[src/rtl/cpu_boot_pkg.sv]
// Shared types and constants for the CPU boot/run controller.
package cpu_boot_pkg;

  typedef enum logic [2:0] {
    BOOT_IDLE,
    BOOT_LOAD,
    BOOT_HOLD,
    BOOT_RUN,
    BOOT_DONE,
    BOOT_ERR
  } boot_state_e;

  localparam logic [1:0] ERR_NONE = 2'd0;
  localparam logic [1:0] ERR_OVF  = 2'd1;
  localparam logic [1:0] ERR_TMO  = 2'd2;

  // Smallest width that can represent max_val (at least 1 bit).
  function automatic int cnt_width(input int max_val);
    int w;
    w = 1;
    while ((1 << w) <= max_val) w++;
    return w;
  endfunction

endpackage

[src/rtl/cpu_boot_ctrl_if.sv]
// Program-load stream and memory write port of the boot controller.
interface cpu_boot_ctrl_if #(
  parameter int WORD_W = 16,
  parameter int ADDR_W = 8
);
  logic              ld_valid;
  logic              ld_ready;
  logic [WORD_W-1:0] ld_data;
  logic              ld_last;
  logic              mem_we;
  logic [ADDR_W-1:0] mem_addr;
  logic [WORD_W-1:0] mem_wdata;

  // master: program source and memory; slave: the boot controller
  modport master (
    output ld_valid, ld_data, ld_last,
    input  ld_ready, mem_we, mem_addr, mem_wdata
  );
  modport slave (
    input  ld_valid, ld_data, ld_last,
    output ld_ready, mem_we, mem_addr, mem_wdata
  );
endinterface

[src/rtl/boot_counter.sv]
// Up-counter with synchronous clear, enable and saturation at all-ones.
module boot_counter #(
  parameter int W = 4
) (
  input  logic         clk,
  input  logic         rst,
  input  logic         clr,
  input  logic         en,
  output logic [W-1:0] cnt
);

  always_ff @(posedge clk) begin
    if (!rst) begin
      cnt <= '0;
    end else if (clr) begin
      cnt <= '0;
    end else if (en && (cnt != '1)) begin
      cnt <= cnt + 1'b1;
    end
  end

endmodule

[src/rtl/cpu_boot_ctrl.sv]
// Boot controller: streams a program into core memory, releases core reset
// after a hold, then supervises the run with a cycle counter and watchdog.
//
// state     | meaning
// BOOT_IDLE | core in reset, waiting for start
// BOOT_LOAD | accepting program words, one memory write per handshake
// BOOT_HOLD | core still in reset while the last write settles
// BOOT_RUN  | core released, cycle counter and watchdog active
// BOOT_DONE | core halted normally, frozen for readout
// BOOT_ERR  | load overflow or watchdog timeout, frozen for readout
module cpu_boot_ctrl
  import cpu_boot_pkg::*;
#(
  parameter int WORD_W   = 16,
  parameter int ADDR_W   = 8,
  parameter int RST_HOLD = 4,
  parameter int CNT_W    = 16,
  parameter int TIMEOUT  = 120
) (
  input  logic                clk,
  input  logic                rst,
  input  logic                start,
  cpu_boot_ctrl_if.slave      bus,
  output logic                cpu_rst,
  input  logic                cpu_halt,
  output logic                busy,
  output logic                done,
  output logic                err,
  output logic [1:0]          err_code,
  output logic [ADDR_W:0]     word_cnt,
  output logic [CNT_W-1:0]    cycle_cnt
);

  localparam int                HOLD_W    = cnt_width(RST_HOLD);
  localparam logic [HOLD_W-1:0] HOLD_LAST = HOLD_W'(RST_HOLD);
  localparam logic [ADDR_W-1:0] ADDR_LAST = '1;
  localparam logic [CNT_W-1:0]  TMO_LAST  = CNT_W'((TIMEOUT > 0) ? TIMEOUT - 1 : 0);
  localparam bit                TMO_ON    = (TIMEOUT != 0);

  boot_state_e       state, next_state;
  logic [HOLD_W-1:0] hold_cnt;
  logic              handshake;
  logic              hold_done;
  logic              timeout_hit;
  logic              load_start;
  logic              cyc_en;

  assign bus.ld_ready = (state == BOOT_LOAD);
  assign handshake    = (state == BOOT_LOAD) && bus.ld_valid;
  assign hold_done    = (state == BOOT_HOLD) && (hold_cnt == HOLD_LAST);
  assign timeout_hit  = TMO_ON && (cycle_cnt == TMO_LAST);
  assign load_start   = start && ((state == BOOT_IDLE) || (state == BOOT_DONE) ||
                                  (state == BOOT_ERR));
  // The release edge already counts, so the first RUN cycle reads 1; a halt
  // freezes the count at the cycle it was reported in.
  assign cyc_en       = hold_done || ((state == BOOT_RUN) && !cpu_halt);

  always_ff @(posedge clk) begin
    if (!rst) state <= BOOT_IDLE;
    else      state <= next_state;
  end

  always_comb begin
    next_state = state;
    case (state)
      BOOT_IDLE, BOOT_DONE, BOOT_ERR: begin
        if (start) next_state = BOOT_LOAD;
      end
      BOOT_LOAD: begin
        if (handshake) begin
          if (bus.ld_last)                             next_state = BOOT_HOLD;
          else if (word_cnt[ADDR_W-1:0] == ADDR_LAST)  next_state = BOOT_ERR;
        end
      end
      BOOT_HOLD: begin
        if (hold_done) next_state = BOOT_RUN;
      end
      BOOT_RUN: begin
        if (cpu_halt)         next_state = BOOT_DONE;
        else if (timeout_hit) next_state = BOOT_ERR;
      end
      default: next_state = BOOT_IDLE;
    endcase
  end

  always_ff @(posedge clk) begin
    if (!rst) begin
      bus.mem_we    <= 1'b0;
      bus.mem_addr  <= '0;
      bus.mem_wdata <= '0;
      word_cnt      <= '0;
      err_code      <= ERR_NONE;
      cpu_rst       <= 1'b1;
      busy          <= 1'b0;
      done          <= 1'b0;
      err           <= 1'b0;
    end else begin
      bus.mem_we <= handshake;
      if (handshake) begin
        bus.mem_addr  <= word_cnt[ADDR_W-1:0];
        bus.mem_wdata <= bus.ld_data;
        word_cnt      <= word_cnt + 1'b1;
      end
      if (load_start) begin
        word_cnt <= '0;
        err_code <= ERR_NONE;
      end else if ((state == BOOT_LOAD) && (next_state == BOOT_ERR)) begin
        err_code <= ERR_OVF;
      end else if ((state == BOOT_RUN) && (next_state == BOOT_ERR)) begin
        err_code <= ERR_TMO;
      end
      cpu_rst <= (next_state != BOOT_RUN);
      busy    <= (next_state == BOOT_LOAD) || (next_state == BOOT_HOLD) ||
                 (next_state == BOOT_RUN);
      done    <= (next_state == BOOT_DONE);
      err     <= (next_state == BOOT_ERR);
    end
  end

  boot_counter #(.W(HOLD_W)) u_hold_cnt (
    .clk (clk),
    .rst (rst),
    .clr (state != BOOT_HOLD),
    .en  (state == BOOT_HOLD),
    .cnt (hold_cnt)
  );

  boot_counter #(.W(CNT_W)) u_cycle_cnt (
    .clk (clk),
    .rst (rst),
    .clr (load_start),
    .en  (cyc_en),
    .cnt (cycle_cnt)
  );

endmodule

[src/flat_wrapper.sv]
// flat-port wrapper written by rule: the top's interface ports become plain ports
module cpu_boot_ctrl_flat import cpu_boot_pkg::*;
#(
  parameter int WORD_W   = 16,
  parameter int ADDR_W   = 8,
  parameter int RST_HOLD = 4,
  parameter int CNT_W    = 16,
  parameter int TIMEOUT  = 120
)
  (clk, rst, start, cpu_rst, cpu_halt, busy, done, err, err_code, word_cnt, cycle_cnt, bus_ld_valid, bus_ld_data, bus_ld_last, bus_ld_ready, bus_mem_we, bus_mem_addr, bus_mem_wdata);
  cpu_boot_ctrl_if #(.WORD_W(WORD_W), .ADDR_W(ADDR_W)) bus_i ();
  input  logic clk;
  input  logic rst;
  input  logic start;
  output logic cpu_rst;
  input  logic cpu_halt;
  output logic busy;
  output logic done;
  output logic err;
  output logic [1:0] err_code;
  output logic [ADDR_W:0] word_cnt;
  output logic [CNT_W-1:0] cycle_cnt;
  input wire logic [$bits(bus_i.ld_valid)-1:0] bus_ld_valid;
  input wire logic [$bits(bus_i.ld_data)-1:0] bus_ld_data;
  input wire logic [$bits(bus_i.ld_last)-1:0] bus_ld_last;
  output wire logic [$bits(bus_i.ld_ready)-1:0] bus_ld_ready;
  output wire logic [$bits(bus_i.mem_we)-1:0] bus_mem_we;
  output wire logic [$bits(bus_i.mem_addr)-1:0] bus_mem_addr;
  output wire logic [$bits(bus_i.mem_wdata)-1:0] bus_mem_wdata;
  assign bus_i.ld_valid = bus_ld_valid;
  assign bus_i.ld_data = bus_ld_data;
  assign bus_i.ld_last = bus_ld_last;
  assign bus_ld_ready = bus_i.ld_ready;
  assign bus_mem_we = bus_i.mem_we;
  assign bus_mem_addr = bus_i.mem_addr;
  assign bus_mem_wdata = bus_i.mem_wdata;
  cpu_boot_ctrl #(.WORD_W(WORD_W), .ADDR_W(ADDR_W), .RST_HOLD(RST_HOLD), .CNT_W(CNT_W), .TIMEOUT(TIMEOUT)) u_core (.clk(clk), .rst(rst), .start(start), .bus(bus_i), .cpu_rst(cpu_rst), .cpu_halt(cpu_halt), .busy(busy), .done(done), .err(err), .err_code(err_code), .word_cnt(word_cnt), .cycle_cnt(cycle_cnt));
endmodule
[config.mk]
export PLATFORM = sky130hd
export DESIGN_NAME = cpu_boot_ctrl_flat
export DESIGN_NICKNAME = d
export VERILOG_FILES = /design/src/rtl/cpu_boot_pkg.sv /design/src/rtl/cpu_boot_ctrl_if.sv /design/src/rtl/boot_counter.sv /design/src/rtl/cpu_boot_ctrl.sv /design/src/flat_wrapper.sv
export SDC_FILE = /design/constraint.sdc
export NUM_CORES = 1
export LEC_CHECK = 0
export ABC_CLOCK_PERIOD_IN_PS = 1700
export BUFFER_PORTS_ARGS = -buffer_cell sky130_fd_sc_hd__buf_2
export CORE_MARGIN = 4
export CORE_UTILIZATION = 46
export DETAILED_ROUTE_END_ITERATION = 6
export GPL_ROUTABILITY_DRIVEN = 0
export PLACE_DENSITY = 0.73
export SLEW_MARGIN = 20
export SYNTH_ARGS = -nofsm -noshare
export SYNTH_HDL_FRONTEND = slang
export SYNTH_SLANG_ARGS = --single-unit
export TNS_END_PERCENT = 20
[constraint.sdc]
create_clock -name clk -period 1.7 [get_ports clk]
set_input_delay 0.255 -clock clk [delete_from_list [all_inputs] [get_ports clk]]
set_output_delay 0.255 -clock clk [all_outputs]
set_load 0.005 [all_outputs]
==> flow_summary.toml, run 1 <==
[logic_synthesis]
yosysWarnings = 0
synthFlopType = "dfxtp_1"
synthTopCellsByArea = "dfxtp_1, nand2_1, a21oi_1"
syn_inst = 316
yosysSeqAreaShare_pct = 45.7
synth_edf_count = 0
ys_types = 46
ys_ff_latch = 62
synth.avg_cell_area_um2 = 8.59
synth_top_area_cell = "dfxtp_1"
yosysTopAreaCellShare_pct = 45.7
synthArstFlopShare_pct = 0
syn_nets = 343
syn_area_um2 = 2710

[critical_path]
end_kind = "flip-flop"
rr_worst_depth = 5
r2r-start = "u_core.u_cycle_cnt.cnt[0]"
rr_endpoint = "u_core.u_cycle_cnt.cnt[10]"
cp.required_ns = 1.96
crit_arrival_ns = 1.97
r2r_slack_ns = -0.01
critPathMaxFanout = 6
crit_type = "reg -> reg"
worstSetupStartpointType = "flip-flop"

[floorplanning]
fp.coreArea_um2 = 5610
initial_core_util_pct = 48.4
die_area_um2 = 7190
dieHeight_um = 84.8
rows = 27
ios = 79
die_w_um = 84.8

[worst_hold_path]
worstHoldStart = "bus_ld_data[10]"
hold_depth = 3
holdPathEnd = "u_core.bus.mem_wdata[10]"
hold_path_class = "in -> reg"

[sta]
post-route-period-util_pct = 101
timing.slew.headroom_pct = 50.8
rsz0062_at_grt = "yes"
finalHoldViolCount = 0
finalSetupTns_ns = -0.0209
drv_slew = 0
fin_ws_ns = -0.0124
setup-violations-final = 3
max_freq_mhz = 584
period_needed_ns = 1.71
clock-skew-final_ns = 0.00462
worst_slew_pin_slew_ns = 0.734

[route]
dr.pass1.iters = 4
drcViolationCount = 0
wire_per_inst_um = 14.8
routed_wl_um = 7570
drt_first_iter_violations = 166
num_vias = 2819
drtAntennaViolNets = 0
vias_per_cell = 5.52

[grt]
grtUsageMet1_pct = 26.5
grt_pass1_wl_um = 12300
grt.busiest_layer = "met2"
use_met3_pct = 5.73
grt_max_degree = 33
track_usage_pct = 21.0
grt_pass1_vias = 2650
grt_overflow = 0
antenna_found_initial = 0
use_met2_pct = 32.8

[clocking]
clk-insertion-delay-late_ns = 0.32
cts_made_buffers = 9
cts.clk_slew.worst_paths_ns = 0.07
cts.path.max_buffers = 2
clock-sinks = 62
tritoncts = "done"
cts-root-buf = "clkbuf_8"
htreeDepth = 3

[power]
report.power.total_mw = 3.02
leakage_nw = 1.56
vdd_drop_max_mv = 0.535
powerDensity_nw_per_um2 = 800

[layout]
antenna_cells = 0
syn_to_final_growth_pct = 39.3
seq_area_um2 = 1250
finish.instance_area_um2 = 3780
drive_above_1_share_pct = 38.7
multi_input_area_um2 = 1480
fin_nets = 461
fillers = 491

[placement]
dpl_cell_area_um2 = 3400
dp_hpwl_um = 4970
port_buffers = 78

[run_status]
outcome = "complete, but fails checks"
violations = "setup timing"

[run]
drv_cap = 0
## stage by stage
step           utilization (%)  worst slack [ns]  hold WS, ns  std cells
3_3_place_gp              60.6           -0.0135        0.438        487
6_report                  67.4           -0.0124        0.161        511
4_1_cts                   65.2          -0.00547        0.150        506
2_1_floorplan                -            0.0356        0.391        316
3_5_place_dp              60.6           -0.0894        0.446        487
5_1_grt                   67.4           -0.0641        0.144        511
## power breakdown
part / switching, mW / internal (mW)
registers: 0.0166 / 1.48
logic: 0.133 / 0.101
clock network: 0.541 / 0.750
## flip-flops by register name, summed over array words and instances, names as in the netlist
signal and count:
u_core.bus.mem_addr 8, u_core.bus.mem_wdata 16, u_core.bus.mem_we 1, u_core.busy 1, u_core.cpu_rst 1, u_core.done 1
u_core.err 1, u_core.err_code 2, u_core.state 3, u_core.u_cycle_cnt.cnt 16, u_core.u_hold_cnt.cnt 3, u_core.word_cnt 9
## worst max-delay path by stage
| stage | startpoint | endpoint | slack (ns) | cells after the start |
|---|---|---|---|---|
| after detailed placement | u_core.u_hold_cnt.cnt[1] | u_core.u_cycle_cnt.cnt[9] | -0.09 | 6 |
| after global placement | u_core.u_hold_cnt.cnt[1] | u_core.u_cycle_cnt.cnt[13] | -0.01 | 6 |
| after CTS | u_core.u_hold_cnt.cnt[1] | u_core.u_cycle_cnt.cnt[5] | -0.005 | 7 |
| after floorplan | u_core.u_cycle_cnt.cnt[0] | u_core.u_cycle_cnt.cnt[1] | 0.04 | 7 |
| after global routing | u_core.u_cycle_cnt.cnt[8] | u_core.u_cycle_cnt.cnt[10] | -0.06 | 6 |
| final | u_core.u_cycle_cnt.cnt[0] | u_core.u_cycle_cnt.cnt[10] | -0.01 | 5 |
## Yosys cell counts (3+ instances only)
library cell  instances
a21oi_1              45
and3_1                3
buf_2                 3
buf_6                 4
clkbuf_1              8
dfxtp_1              62
ha_1                  5
inv_1                 5
mux2i_1               3
nand2_1              61
nand3_1               6
nand4_1               8
nor2_1               19
nor3_1                3
nor4_1                4
o21ai_0               4
o21ai_1               3
o31ai_1              13
or3_1                 4
or4_1                12
xnor2_1               5
xor2_1                3
## cell usage in the layout (no fill, tap or decap), types with 3 or more instances in the layout
cell and count:
a21oi_1 40, nor2_1 19, xor2_1 3, xnor2_1 5
buf_4 40, or4_4 4, buf_6 3, ha_1 3
o31ai_1 13, nand2_1 61, mux2i_1 3, inv_1 4
nand3_1 6, or4_1 9, nand4_1 8, o21ai_0 4
or3_1 4, dfxtp_1 56, nor4_1 4, clkinv_2 3
dfxtp_2 6, a21oi_2 5, buf_2 80, nor3_1 3
clkbuf_8 11
## cell families after synthesis
logic type,synth area share [%]
adder cells (fa/ha/maj),2.31
buffers and inverters,4.43
multiplexers,1.11
flip-flops,45.7
AO/OA/AOI/OAI,16.3
XOR/XNOR,2.58
AND/OR/NAND/NOR,27.6
## final cells by class
cell class                 instances  share of cell area (%)
timing repair buffer             123                    19.4
tap                               72                    2.38
sequential                        62                    33.0
clock buffer                      12                    4.10
multi-input combinational        232                    39.3
clock inverter                     4                    1.19
inverter                           6                   0.596
## routing by layer
metal	part of all wire, %	wire length, um	vias to the layer above
met1	42	3200	1317
met3	8.0	609	14
met2	48	3610	119
met5	0	0	-
met4	1.9	147	0
li1	-	-	1369
## critical path: stages, from the launching register on
cell,delay (ns)
dfxtp_2,0.35
ha_4,0.16
and3_4,0.19
o211ai_1,0.20
or4_4,0.60
a21oi_2,0.14
## timing repair
action                     in CTS  in global routing
buffers inserted                2                  3
resized for setup               8                 25
pin swaps                       5                 12
setup endpoints to repair      13                 37
hold buffers                    0                  0
gates cloned                    1                  2
No activity file was read; power rests on OpenSTA's default activity.
==> inputs of run 2 (changes only) <==
--- a/config.mk
+++ b/config.mk
@@ -8,10 +8,12 @@
 export ABC_CLOCK_PERIOD_IN_PS = 1700
 export BUFFER_PORTS_ARGS = -buffer_cell sky130_fd_sc_hd__buf_2
 export CORE_MARGIN = 4
-export CORE_UTILIZATION = 46
+export CORE_UTILIZATION = 48
+export CTS_BUF_LIST = sky130_fd_sc_hd__clkbuf_4
 export DETAILED_ROUTE_END_ITERATION = 6
 export GPL_ROUTABILITY_DRIVEN = 0
-export PLACE_DENSITY = 0.73
+export GPL_TIMING_DRIVEN = 0
+export PLACE_DENSITY = 0.76
 export SLEW_MARGIN = 20
 export SYNTH_ARGS = -nofsm -noshare
 export SYNTH_HDL_FRONTEND = slang
==> run 2 against run 1 <==
Effect of this change:
- the flow still finishes with violations (setup timing)
- utilization down 0.33 points
- sequential share of layout area rose by 1.3 points
- via count shrank 5.1%
- largest cell class unchanged
- highest routed layer unchanged
==> flow_summary.toml, run 2 (synthesized netlist as in run 1, its figures left out) <==
[sta]
worst_slew_pin_slew_ns = 0.474
fin_ws_ns = -0.0494
rsz0062_at_grt = "yes"
finalHoldViolCount = 0
clock-skew-final_ns = 0.0123
post-route-period-util_pct = 103
finalHoldWorstSlack_ns = 0.0744
setup-violations-final = 7
finalSetupTns_ns = -0.178
timing.slew.headroom_pct = 68.4
period_needed_ns = 1.75
drv_slew = 0
max_freq_mhz = 572

[floorplanning]
fp.coreArea_um2 = 5510
die_area_um2 = 6920
ios = 79
initial_core_util_pct = 49.3
die_w_um = 83.2
rows = 27
dieHeight_um = 83.2

[route]
routed.top_layer = "met4"
wl_met3_um = 559
dr.pass1.iters = 4
drcViolationCount = 0
drtAntennaViolNets = 0
wire_per_inst_um = 14.2
num_vias = 2676
routed_wl_um = 7030
wl_met1_um = 3070
wl_met2_um = 3330
vias_per_cell = 5.42
drt_first_iter_violations = 92

[clocking]
cts.clk_slew.worst_paths_ns = 0.11
cts.path.max_buffers = 2
clk-insertion-delay-late_ns = 0.40
clock-sinks = 62
tritoncts = "done"
cts_made_buffers = 9
cts-root-buf = "clkbuf_4"
htreeDepth = 3

[grt]
grt_overflow = 0
grt_max_degree = 12
track_usage_pct = 19.4
grt_pass1_vias = 2456
antenna_found_initial = 0
grt_pass1_wl_um = 11200

[layout]
fillers = 467
syn_to_final_growth_pct = 36.1
drive_above_1_share_pct = 39.1
final_common_cell = "buf_2"
largestRegisters = "u_core.bus.mem_wdata: 16 flops, u_core.u_cycle_cnt.cnt: 16 flops, u_core.word_cnt: 9 flops"
final_cell_count_no_fill = 494
fin_util_pct = 67.1
mostFrequentLayoutCells = "buf_2, nand2_1, dfxtp_1"
antenna_cells = 0
fin_nets = 444

[placement]
port_buffers = 77
placed_cells = 465
dp_hpwl_um = 4720

[run_status]
violations = "setup timing"
outcome = "complete, but fails checks"

[critical_path]
cp.required_ns = 2.04
crit_type = "reg -> reg"
crit_arrival_ns = 2.09
end_kind = "flip-flop"
r2r_slack_ns = -0.05
r2r-start = "u_core.u_hold_cnt.cnt[1]"
worstSetupStartpointType = "flip-flop"
critPathMaxFanout = 7
startpoint = "u_core.u_hold_cnt.cnt[1]"

[run]
drv_cap = 0

[power]
powerDensity_nw_per_um2 = 851
vdd_drop_max_mv = 0.573
leakage_nw = 1.49

[worst_hold_path]
worstHoldStart = "bus_ld_data[13]"
hold_path_class = "in -> reg"
[run 2: cell count changes in the layout (fill, tap and decap cells not counted), sizes merged]
cell,change
o2111ai,-1
clkbuf,+8
buf,-27
bufinv,+3
[run 2: worst paths after layout]
| kind | endpoint | cells past startpoint |
|---|---|---|
| hold reg to reg | u_core.bus.mem_addr[6] | 2 |
| setup / recovery | u_core.u_cycle_cnt.cnt[15] | 7 |
| hold / removal | u_core.bus.mem_wdata[13] | 3 |
| setup reg to reg | u_core.u_cycle_cnt.cnt[15] | 7 |
[run 2: final cells by class]
class / count / area, um^2 / share of cell area (%)
clock inverters: 7 / 136 / 3.69
inverters: 6 / 22.5 / 0.610
well taps: 72 / 90.1 / 2.44
plain buffers: 17 / 116 / 3.15
multi-input cells: 231 / 1500 / 40.7
clock buffers: 9 / 67.6 / 1.83
repair buffers: 90 / 487 / 13.2
flip-flops and latches: 62 / 1270 / 34.4
[run 2: through the flow]
stage	power (mW)	cell area (um^2)	setup WS, ns
after floorplan	1.65	2710	0.0356
after global placement	1.73	3190	-0.239
after detailed placement	1.73	3190	-0.230
after CTS	3.16	3490	-0.0288
after global routing	3.26	3690	-0.113
final	3.14	3690	-0.0494
[run 2: what timing repair did]
item | CTS | global route
pin swaps | 9 | 20
buffers inserted | 5 | 8
cloned | 0 | 0
hold buffers | 0 | 0
resized for setup | 24 | 41
setup endpoints to repair | 48 | 38
[run 2: power by group]
part	switching, mW	internal, mW
Sequential	0.0145	1.47
Combinational	0.133	0.0946
Clock	0.541	0.886
Total	0.688	2.45
[run 2: routing by layer]
layer	track usage, %	up-vias
met5	0	-
met1	24.2	1234
met3	6.25	6
met2	30.7	97
li1	-	1339
met4	8.17	0
[run 2: critical path, cell delays in order, from the launching register on]
cell and delay, ns:
dfxtp_2 0.34, inv_2 0.04, ha_2 0.14, and3b_2 0.25, o2111ai_4 0.16, buf_6 0.16
or4_4 0.47, a21oi_2 0.14
